===== config.mk =====
export PLATFORM = sky130hd
export DESIGN_NAME = pipelined_adder
export DESIGN_NICKNAME = d
export VERILOG_FILES = /design/src/rtl/pipelined_adder.sv
export SDC_FILE = /design/constraint.sdc
export NUM_CORES = 1
export LEC_CHECK = 0
export ABC_CLOCK_PERIOD_IN_PS = 2800
export BUFFER_PORTS_ARGS = -buffer_cell sky130_fd_sc_hd__buf_2
export CELL_PAD_IN_SITES_DETAIL_PLACEMENT = 0
export CELL_PAD_IN_SITES_GLOBAL_PLACEMENT = 2
export CORE_ASPECT_RATIO = 1.2
export CORE_MARGIN = 2
export CORE_UTILIZATION = 34
export CTS_CLUSTER_SIZE = 10
export DETAILED_ROUTE_END_ITERATION = 8
export GPL_TIMING_DRIVEN = 0
export HOLD_SLACK_MARGIN = 0.02
export MAX_ROUTING_LAYER = met4
export PLACE_DENSITY = 0.74
export SYNTH_ARGS = -nofsm -noshare
export SYNTH_HDL_FRONTEND = slang
export SYNTH_SLANG_ARGS = --single-unit
export TNS_END_PERCENT = 100

===== constraint.sdc =====
create_clock -name clk -period 2.8 [get_ports clk]
set_clock_uncertainty 0.1 [all_clocks]
set_input_delay 0.56 -clock clk [delete_from_list [all_inputs] [get_ports clk]]
set_output_delay 0.56 -clock clk [all_outputs]
set_load 0.1 [all_outputs]

===== src/rtl/pipelined_adder.sv =====
// pipelined_adder: WIDTH-bit add/subtract split into STAGE_WIDTH-bit slices, one slice per stage, valid/ready flow.
module pipelined_adder #(
  parameter int WIDTH = 32,
  parameter int STAGE_WIDTH = 8
) (
  input  logic             clk,
  input  logic             rst,
  input  logic             in_valid,
  output logic             in_ready,
  input  logic [WIDTH-1:0] x,
  input  logic [WIDTH-1:0] y,
  input  logic             carry_in,
  input  logic             sub,
  output logic             out_valid,
  input  logic             out_ready,
  output logic [WIDTH-1:0] sum,
  output logic             carry_out,
  output logic             overflow
);
  localparam int S = WIDTH / STAGE_WIDTH;
  logic adv;
  assign adv = !out_valid || out_ready;
  assign in_ready = adv;
  for (genvar k = 0; k < S; k++) begin : st
    localparam int LO = k * STAGE_WIDTH;
    logic [WIDTH-1:LO] xi, bi;
    logic ci, vi, v_q, c_q;
    logic [STAGE_WIDTH:0] r;
    logic [LO+STAGE_WIDTH-1:0] s_d, s_q;
    if (k == 0) begin : head
      assign xi = x;
      assign bi = sub ? ~y : y;
      assign ci = carry_in;
      assign vi = in_valid;
      assign s_d = r[STAGE_WIDTH-1:0];
    end else begin : body
      assign xi = st[k-1].fwd.x_q;
      assign bi = st[k-1].fwd.b_q;
      assign ci = st[k-1].c_q;
      assign vi = st[k-1].v_q;
      assign s_d = {r[STAGE_WIDTH-1:0], st[k-1].s_q};
    end
    assign r = {1'b0, xi[LO +: STAGE_WIDTH]} + {1'b0, bi[LO +: STAGE_WIDTH]} + {{STAGE_WIDTH{1'b0}}, ci};
    always_ff @(posedge clk) begin
      if (rst) begin
        v_q <= 1'b0;
        c_q <= 1'b0;
        s_q <= '0;
      end else if (adv) begin
        v_q <= vi;
        c_q <= r[STAGE_WIDTH];
        s_q <= s_d;
      end
    end
    if (k < S - 1) begin : fwd
      // only the slices still to be added travel on with the operation
      logic [WIDTH-1:LO+STAGE_WIDTH] x_q, b_q;
      always_ff @(posedge clk) begin
        if (adv) begin
          x_q <= xi[WIDTH-1:LO+STAGE_WIDTH];
          b_q <= bi[WIDTH-1:LO+STAGE_WIDTH];
        end
      end
    end else begin : last
      logic ov_q;
      always_ff @(posedge clk) begin
        if (rst) ov_q <= 1'b0;
        else if (adv) ov_q <= (xi[WIDTH-1] == bi[WIDTH-1]) && (s_d[WIDTH-1] != xi[WIDTH-1]);
      end
    end
  end
  assign out_valid = st[S-1].v_q;
  assign sum = st[S-1].s_q;
  assign carry_out = st[S-1].c_q;
  assign overflow = st[S-1].last.ov_q;
endmodule


[Word level (Yosys, flattened, before mapping)]
Index checks and enable logic that the tools add are counted.
Cells by class
  reductions and logical operators: 3
  equal/unequal tests: 2
  add/sub/neg operators: 8
  bitwise operators: 1
  mux-type cells: 1
Operators with widths (count)
  $add 8x8->9: 4
  $add 9x1->9: 4
  $mux 32: 1
  $not 32->32: 1
  $eq 1x1->1: 1
  $logic_and 1x1->1: 1
  $logic_not 1->1: 1
  $logic_or 1x1->1: 1
  $ne 1x1->1: 1
Storage, ports and cells
  register bits after elaboration: 185
  word-level logic and storage cells: 34
  input bits: 70

[Depth between registers and ports, before layout]
Gate-level depths: netlist of run 1.
  depth after elaboration: 4
  gate-level depth with buffers: 9
  gate-level depth less buffers: 7

[Least setup slack after synthesis of run 1]
OpenSTA, ideal clock, no wires.
  path kind: register to output
  start: reg st[3].v_q (netlist: out_valid)
  end: out in_ready
  data arrival time: 2.781 ns
  buffers on the path: 3
  setup slack: -0.641 ns
  stages on the path, launching flop included: 6
  cells stage by stage: dfxtp_1 -> nor2b_4 -> buf_6 -> inv_2 -> buf_4 -> buf_2
Between the ends
  longest elaborated chain between the ends: 2
RTL lines
  start: declaration: line 27  | logic ci, vi, v_q, c_q;
  start signal: assignment: line 50  | v_q <= vi;
  $logic_not 1->1: line 22  | assign adv = !out_valid || out_ready;
  $logic_or 1x1->1: line 22
  end: declaration: line 9  | output logic in_ready,
No other way between the ends.

[Worst setup path after layout of run 1]
Same ends and word-level chain as after synthesis.

==> impl_metrics.json, run 1 <==
{
  "grt_max_degree": 54,
  "die_x_um": 141,
  "core_area_sq_um": 22300,
  "place_ws_ns": -0.411,
  "synth_top_family_by_area": "simple AND/OR/NAND/NOR gates",
  "cp_slowest_cell": "buf_4",
  "cp-start-kind": "flop",
  "cp_slowest_stage_delay_ns": 0.35,
  "dpl.hpwl_mm": 12.6,
  "relSlewSlack": 0.532,
  "use_met3": 0.0388,
  "overflow": 0,
  "path_clk_slew_ns": 0.08,
  "grt_busiest_layer": "met2",
  "syn_area_sq_um": 7670,
  "wl_per_cell_um": 16.1,
  "io_buffers": 104,
  "cts_max_level": 4,
  "initial_core_util": 0.344,
  "cp.required_ns": 2.14,
  "crit_chain": "nor2b_4, buf_6, inv_2, buf_4, buf_16, buf_4",
  "min_path_type": "input pin to flop",
  "synth_xor_area_frac": 0.0457,
  "cts.sinks": 185,
  "grt_pass1_wl_mm": 28.1,
  "avgSynthCellArea_sq_um": 11.3,
  "cts.path.max_buffers": 2,
  "synth_seq_cells": 185,
  "dr.pass1.iters": 4,
  "grt_pass1_vias": 5343,
  "hold_violations": 0,
  "status": "complete, no violations",
  "yosysUniqueCellTypes": 47,
  "netlist_instances": 676,
  "final_nets": 906,
  "tightest_slew_ns": 0.701,
  "yosysWarnings": 0,
  "cp_common_cell": "buf_4",
  "cp.arrival_ns": 1.96,
  "critPathKind": "flop to output pin",
  "clk_latency_ns": 0.43,
  "setup-violations-final": 0,
  "end_kind": "output pin",
  "ant_nets": 0,
  "use_met1": 0.188,
  "gp_congestion": 0.793,
  "antenna_cells": 0,
  "rsz0062_at_grt": "false",
  "muxShareOfSynthArea": 0,
  "cts_buffers": 17,
  "routed_wl_mm": 17.6,
  "grt_use_total": 0.159,
  "drtIter0Drc": 230,
  "fin_crit_ns": 2.62,
  "seq_area_frac_synth": 0.608,
  "synth_edf_count": 96,
  "synthesis.nets": 782,
  "drc": 0,
  "final.period_utilization": 0.934,
  "fmax_mhz": 382,
  "dpl_cell_area_sq_um": 8540,
  "synth_fa_ha_area_frac": 0.0666,
  "synth-compound-area-share": 0.119,
  "antenna_found_initial": 0,
  "critPathMaxFanout": 53,
  "power.leakage_nw": 3.76,
  "grt_use_met2": 0.261,
  "yosys.area_share.simple": 0.132,
  "ys_async_sr_fraction": 0,
  "fin_tns_setup_ns": 0,
  "fin_area_sq_um": 9210,
  "vias": 5249,
  "whs_ns": 0.194,
  "viasPerCell": 4.81,
  "dieArea_sq_um": 23800,
  "tritoncts": "yes",
  "maxCapViolCount": 0,
  "cts-root-buf": "clkbuf_16",
  "worst_slack_ns": 0.184,
  "maxSlewViolCount": 0,
  "cts_setup_buffers": 0,
  "die_h_um": 169,
  "synthFlopType": "edfxtp_1",
  "rows": 60,
  "drive_gt1_frac": 0.218,
  "cellPowerDensity_nw_per_um2": 758,
  "layout-area-overhead-vs-synth_pct": 20.2,
  "io-pin-count": 106,
  "ir_drop_v": 0.000437
}
==> cells in the mapped netlist, types with 9 or more instances <==
library cell	n	area share
a21oi_1	79	0.052
or3_1	9	0.0073
xor2_1	35	0.040
clkbuf_1	9	0.0044
ha_1	28	0.046
edfxtp_1	96	0.38
o21ai_0	24	0.016
nand2_1	127	0.062
nand3_1	33	0.022
nor3_1	9	0.0059
dfxtp_1	89	0.23
buf_2	25	0.016
==> metal layers <==
layer / part of all wire / vias up
li1: - / 2677
met1: 0.44 / 2441
met2: 0.49 / 108
met3: 0.046 / 23
met4: 0.027 / 0
met5: 0 / -
==> placed cells by master, fill, tap and decap left out, drive strengths merged, types with 2 or more instances in the layout <==
master	synthesis	layout
nor2	8	8
nand3	35	35
and3b	3	3
a21oi	82	82
nor3	9	9
ha	28	28
o21a	6	6
xor2	35	35
or3	9	9
clkinv	0	4
fa	8	8
a2111oi	3	3
edfxtp	96	96
o2111ai	4	4
a211oi	11	11
nor2b	4	4
o211ai	4	4
and3	5	5
xnor2	5	5
nor4b	2	2
inv	9	19
nand3b	4	4
a21o	8	8
nand2	127	127
o21ai	26	26
clkbuf	9	27
and4	3	3
nor4	4	4
buf	28	131
a31oi	4	4
dfxtp	89	89
==> registers in the layout, summed over array words and instances, names as in the netlist <==
signal	count
st.fwd.b_q	48
st.fwd.x_q	48
st.s_q	48
sum	32
st.c_q	3
st.v_q	3
carry_out	1
out_valid	1
overflow	1
==> power by group <==
part           switching (W)  internal, W
Sequential          0.000132      0.00314
Combinational       0.000858     0.000385
Clock                0.00117      0.00130
Total                0.00216      0.00482
==> cell type report <==
class                           instances  area [sq um]
Fill cell                            2148         13100
Sequential cell                       185          4660
Multi-Input combinational cell        445          2780
Timing Repair Buffer                  105           556
Clock buffer                           17           425
Tap cell                              279           349
Buffer                                 37           210
Clock inverter                         15           190
Inverter                                9          33.8
==> critical path, delay by kind of cell, from the launching register on <==
kind | cells | cell delay (ns)
buf+inv | 5 | 1.06
simple gates | 1 | 0.13
flops | 1 | 0.31
==> logic make-up after synthesis <==
kind of cell    count (synthesis)
simple gates                  217
buf+inv                        46
xor+xnor                       40
fa+ha+maj                      36
flops                         185
compound gates                152
==> path summary, 6_finish.rpt <==
path,from,endpoint,slack (ns),cells past startpoint
max,out_valid$_SDFFE_PP0P_,in_ready,0.18,6
min,x[27],st[0].fwd.x_q[27]$_DFFE_PP_,0.19,1
max reg2reg,st[2].fwd.x_q[24]$_DFFE_PP_,carry_out$_SDFFE_PP0P_,0.45,6
min reg2reg,st[0].fwd.x_q[21]$_DFFE_PP_,st[1].fwd.x_q[21]$_DFFE_PP_,0.32,0
==> stage by stage <==
| stage | total power (W) | util | cells |
|---|---|---|---|
| 6_report | 0.00698 | 0.413 | 1092 |
| 5_1_grt | 0.00732 | 0.413 | 1092 |
| 4_1_cts | 0.00707 | 0.413 | 1092 |
| 3_5_place_dp | 0.00458 | 0.383 | 1059 |
| 3_3_place_gp | 0.00456 | 0.383 | 1059 |
| 2_1_floorplan | 0.00425 | - | 676 |
==> what timing repair did <==
item / CTS / global route
hold buffers: 0 / 0
cloned: 1 / 0
setup endpoints to repair: 1 / 3
gates resized for setup: 4 / 1
Power figures use the tool's default switching activity.
==> run 2, diff against run 1 <==
CORE_UTILIZATION = 25   (was 34)
PLACE_DENSITY = 0.69   (was 0.74)
==> impl_metrics.json, run 2 (synthesis gave the netlist of run 1 again) <==
{
  "clk_latency_ns": 0.43,
  "maxSlewViolCount": 0,
  "ir_drop_v": 0.000431,
  "cellPowerDensity_nw_per_um2": 739,
  "power.leakage_nw": 3.73,
  "rows": 70,
  "drtIter0Drc": 176,
  "dpl.hpwl_mm": 13.6,
  "hold_buffers": 0,
  "fin_crit_ns": 2.61,
  "end_kind": "output pin",
  "cts.sinks": 185,
  "initial_core_util": 0.253,
  "critPathMaxFanout": 53,
  "grt_use_total": 0.127,
  "critPathKind": "flop to output pin",
  "tritoncts": "yes",
  "min_path_type": "input pin to flop",
  "io_buffers": 104,
  "grt_pass1_wl_mm": 29.7,
  "final_nets": 906,
  "n_fill_cell": 3227,
  "whs_ns": 0.195,
  "drc": 0,
  "die_x_um": 164,
  "tightest_slew_ns": 0.706,
  "drive_gt1_frac": 0.215,
  "fin_total_pwr_w": 0.00689,
  "routed_wl_mm": 18.9,
  "cp-start-kind": "flop",
  "setup-violations-final": 0,
  "overflow": 0,
  "ant_nets": 0,
  "antenna_cells": 0,
  "cp_num_buf_inv": 5,
  "dieArea_sq_um": 32100,
  "cp_common_cell": "buf_4",
  "path_delay_family": "buffers and inverters",
  "maxCapViolCount": 0,
  "fin_area_sq_um": 9320,
  "grt_max_degree": 54,
  "status": "complete, no violations",
  "cts_buffers": 17,
  "dr.pass1.iters": 4,
  "hold_violations": 0,
  "mostFrequentLayoutCells": "nand2_1 (127), buf_2 (126), edfxtp_1 (96)",
  "gp_congestion": 0.750,
  "relSlewSlack": 0.529,
  "path_clk_slew_ns": 0.07,
  "cts.path.max_buffers": 2,
  "die_h_um": 196,
  "layout-area-overhead-vs-synth_pct": 21.5,
  "io-pin-count": 106,
  "worst_slack_ns": 0.188,
  "crit_chain": "nor2b_4, buf_6, inv_2, buf_4, buf_16, buf_4",
  "viasPerCell": 4.29,
  "final_common_cell": "nand2_1",
  "cts-root-buf": "clkbuf_16",
  "grt_pass1_vias": 5311,
  "rsz0062_at_grt": "false",
  "core_area_sq_um": 30300,
  "cts_max_level": 4,
  "cp_slowest_stage_delay_ns": 0.35,
  "final_util": 0.307,
  "final.period_utilization": 0.933,
  "fmax_mhz": 383,
  "cp.arrival_ns": 1.95,
  "cp_slowest_cell": "buf_4",
  "wl_per_cell_um": 15.6,
  "cp.required_ns": 2.14,
  "place_ws_ns": -0.503,
  "vias": 5189,
  "top_regs": "st.fwd.b_q x48, st.fwd.x_q x48, st.s_q x48",
  "antenna_found_initial": 0,
  "dpl_cell_area_sq_um": 8690
}
run 2: cell types whose count changed in the layout (fill, tap and decap cells not counted):
cell        delta
clkinvlp_4     +3
clkinv_1       +1
clkbuf_4       -1
clkinv_2       +1
clkinv_4       -1
clkinv_8       -2
clkbuf_2       +1
inv_6          -1
buf_4          +1
inv_8          -3
clkbuf_1       +1
run 2: metal layers:
metal | vias to the layer above | wire, um | GRT usage
met5 | - | 0 | -
met4 | 0 | 179 | 0.0361
met3 | 11 | 787 | 0.0315
li1 | 2659 | - | -
met1 | 2435 | 8340 | 0.148
met2 | 84 | 9580 | 0.216
run 2: path summary, 6_finish.rpt:
path	startpoint	end	slack, ns	cells past startpoint
setup reg to reg	st[0].fwd.x_q[8]$_DFFE_PP_	st[1].c_q$_SDFFE_PP0P_	0.49	6
setup / recovery	out_valid$_SDFFE_PP0P_	in_ready	0.19	6
hold / removal	x[31]	st[0].fwd.x_q[31]$_DFFE_PP_	0.20	1
hold reg to reg	st[0].fwd.x_q[26]$_DFFE_PP_	st[1].fwd.x_q[26]$_DFFE_PP_	0.32	0
run 2: power by group:
group | internal, W | switching, W | leakage, nW
Sequential | 0.00314 | 0.000126 | 1.75
Clock | 0.00126 | 0.00110 | 0.271
Combinational | 0.000386 | 0.000876 | 1.71
Total | 0.00478 | 0.00210 | 3.73
run 2: worst reg2reg max path, delay by kind of cell, from the launching register on:
| family | cells | cell delay (ns) |
|---|---|---|
| fa+ha+maj | 2 | 0.88 |
| simple gates | 1 | 0.18 |
| compound gates | 3 | 0.64 |
| flops | 1 | 0.41 |
run 2: final cells by class:
cell class / instances / area, sq um / share of cell area
buffer: 37 / 211 / 0.0227
clock buffer: 19 / 433 / 0.0465
clock inverter: 13 / 138 / 0.0148
inverter: 9 / 33.8 / 0.00363
multi-input combinational: 445 / 2780 / 0.299
sequential: 185 / 4660 / 0.501
tap: 396 / 495 / 0.0532
timing repair buffer: 105 / 556 / 0.0596
run 2: what timing repair did:
| item | CTS | global route |
|---|---|---|
| buffers inserted | 0 | 0 |
| hold endpoints to repair | 0 | 0 |
| resized for setup | 5 | 2 |
| cloned | 1 | 0 |
| setup endpoints to repair | 3 | 2 |
run 2: stage by stage:
stage	std cells	setup TNS (ns)
floorplan	676	0
global placement	1176	-2.80
detailed placement	1176	-2.85
CTS	1209	0
global route	1209	0
finish	1209	0
==> run 3, diff against run 2 <==
ABC_AREA = 1   (was unset)
CORE_MARGIN = 5   (was 2)
CTS_CLUSTER_DIAMETER = 40   (was unset)
PLACE_DENSITY = 0.71   (was 0.69)
==> impl_metrics.json, run 3 <==
{
  "status": "complete, no violations",
  "path_clk_slew_ns": 0.07,
  "cts.path.max_buffers": 2,
  "cellPowerDensity_nw_per_um2": 756,
  "die_x_um": 170,
  "tritoncts": "yes",
  "stdcell_count": 1273,
  "final_util": 0.305,
  "mostFrequentLayoutCells": "nor2_1 (124), buf_2 (114), edfxtp_1 (96)",
  "viasPerCell": 4.01,
  "min_path_type": "input pin to flop",
  "netlist_instances": 742,
  "ir_drop_v": 0.000435,
  "relSlewSlack": 0.571,
  "critPathKind": "flop to output pin",
  "setup-violations-final": 0,
  "dp.cells": 1242,
  "die_h_um": 202,
  "fin_crit_ns": 2.61,
  "cts-root-buf": "clkbuf_16",
  "top_regs": "st.fwd.b_q x48, st.fwd.x_q x48, st.s_q x48",
  "grt_pass1_wl_mm": 28.2,
  "dr.pass1.iters": 4,
  "synthesis.nets": 848,
  "fin_tns_setup_ns": 0,
  "cp-start-kind": "flop",
  "synth_edf_count": 96,
  "ant_nets": 0,
  "antenna_cells": 0,
  "synth.most_common_cell": "nor2_1",
  "wl_per_cell_um": 13.8,
  "ys_top_cells_by_count": "nor2_1 (124), edfxtp_1 (96), dfxtp_1 (89)",
  "maxSlewViolCount": 0,
  "core_area_sq_um": 30500,
  "routed_wl_mm": 17.6,
  "cts.sinks": 185,
  "end_kind": "output pin",
  "avgSynthCellArea_sq_um": 10.4,
  "hold_buffers": 0,
  "layout-area-overhead-vs-synth_pct": 20.7,
  "synthTopCellsByArea": "edfxtp_1 (37%), dfxtp_1 (23%), nor2_1 (6.0%), o21ai_0 (4.7%), ha_1 (4.6%)",
  "cts_setup_buffers": 0,
  "hold_violations": 0,
  "drive_gt1_frac": 0.184,
  "tightest_slew_ns": 0.644,
  "seq_area_frac_synth": 0.606,
  "final_nets": 970,
  "yosysUniqueCellTypes": 29,
  "vias": 5108,
  "whs_ns": 0.197,
  "yosysWarnings": 0,
  "io_buffers": 104,
  "grt_use_total": 0.109,
  "syn_area_sq_um": 7700,
  "initial_core_util": 0.253,
  "synthFlopType": "edfxtp_1",
  "cp.required_ns": 2.14,
  "yosysTopAreaCellShare": 0.374,
  "io-pin-count": 106,
  "fmax_mhz": 384,
  "clk_latency_ns": 0.43,
  "drc": 0,
  "power.leakage_nw": 4.33,
  "dpl.hpwl_mm": 13.3,
  "drtIter0Drc": 198,
  "ys_async_sr_fraction": 0,
  "overflow": 0,
  "cp.arrival_ns": 1.95,
  "antenna_found_initial": 0,
  "maxCapViolCount": 0,
  "synth_seq_cells": 185,
  "final_common_cell": "nor2_1",
  "final.period_utilization": 0.931,
  "dieArea_sq_um": 34400,
  "cts_buffers": 17,
  "grt_max_degree": 116,
  "grt_pass1_vias": 5204,
  "rows": 70,
  "n_fill_cell": 3282,
  "fin_total_pwr_w": 0.00703,
  "cts_max_level": 4,
  "rsz0062_at_grt": "false",
  "gp_congestion": 0.748,
  "critPathMaxFanout": 115,
  "yosys.area.top_type": "edfxtp_1"
}
run 3: changes by cell type in the layout (fill, tap and decap cells not counted), sizes merged, moves of 6 or more:
cell / previous run / this run
nor2: 8 / 125
nand3: 35 / 44
a21oi: 82 / 29
inv: 15 / 76
a211oi: 11 / 4
nand4: 1 / 8
nor3: 9 / 0
or3: 9 / 0
o21ai: 26 / 84
nand2: 127 / 67
buf: 132 / 121
o21a: 6 / 0
run 3: kinds of logic after synthesis:
group           Yosys count  synth area share
fa+ha+maj                36            0.0663
xor+xnor                 40            0.0455
buf+inv                 100            0.0566
compound gates          127            0.0874
flops                   185             0.606
simple gates            254             0.138
run 3: stage by stage:
stage	setup WS, ns	instance area (sq um)
after floorplan	0.141	7700
after global placement	-0.465	8720
after detailed placement	-0.505	8720
after CTS	0.0732	9290
after global routing	0.0660	9290
final	0.194	9290
run 3: critical path, stage by stage (launching register included):
cell and delay [ns]:
dfxtp_1 0.31, inv_1 0.08, nor2_4 0.06, inv_2 0.08, buf_12 0.42, clkbuf_4 0.47
run 3: layer usage:
layer	up-vias	wire, um	track usage
met5	-	0	-
met4	0	227	0.0342
met3	14	505	0.0233
met2	79	8980	0.184
met1	2293	7900	0.129
li1	2722	-	-
run 3: what timing repair did:
action,in CTS,in global routing
setup endpoints to repair,1,1
gates resized for setup,2,1
pin swaps,0,0
run 3: final timing paths:
kind / from / end / slack (ns) / cells past startpoint
max: out_valid$_SDFFE_PP0P_ / in_ready / 0.19 / 5
min: x[22] / st[0].fwd.x_q[22]$_DFFE_PP_ / 0.20 / 1
max reg2reg: st[0].fwd.x_q[8]$_DFFE_PP_ / st[1].s_q[14]$_SDFFE_PP0P_ / 0.69 / 8
min reg2reg: st[0].fwd.x_q[27]$_DFFE_PP_ / st[1].fwd.x_q[27]$_DFFE_PP_ / 0.31 / 0
run 3: cell type report:
| type | instances | area, sq um | area share |
|---|---|---|---|
| Timing Repair Buffer | 104 | 523 | 0.0563 |
| Multi-Input combinational cell | 457 | 2600 | 0.280 |
| Clock inverter | 13 | 108 | 0.0116 |
| Sequential cell | 185 | 4660 | 0.502 |
| Tap cell | 396 | 495 | 0.0533 |
| Clock buffer | 19 | 464 | 0.0500 |
| Buffer | 31 | 184 | 0.0198 |
| Inverter | 68 | 255 | 0.0275 |
run 3: report_power, final:
group,internal [W],switching (W)
sequential,0.00317,0.000134
combinational,0.000403,0.000983
clock,0.00124,0.00110
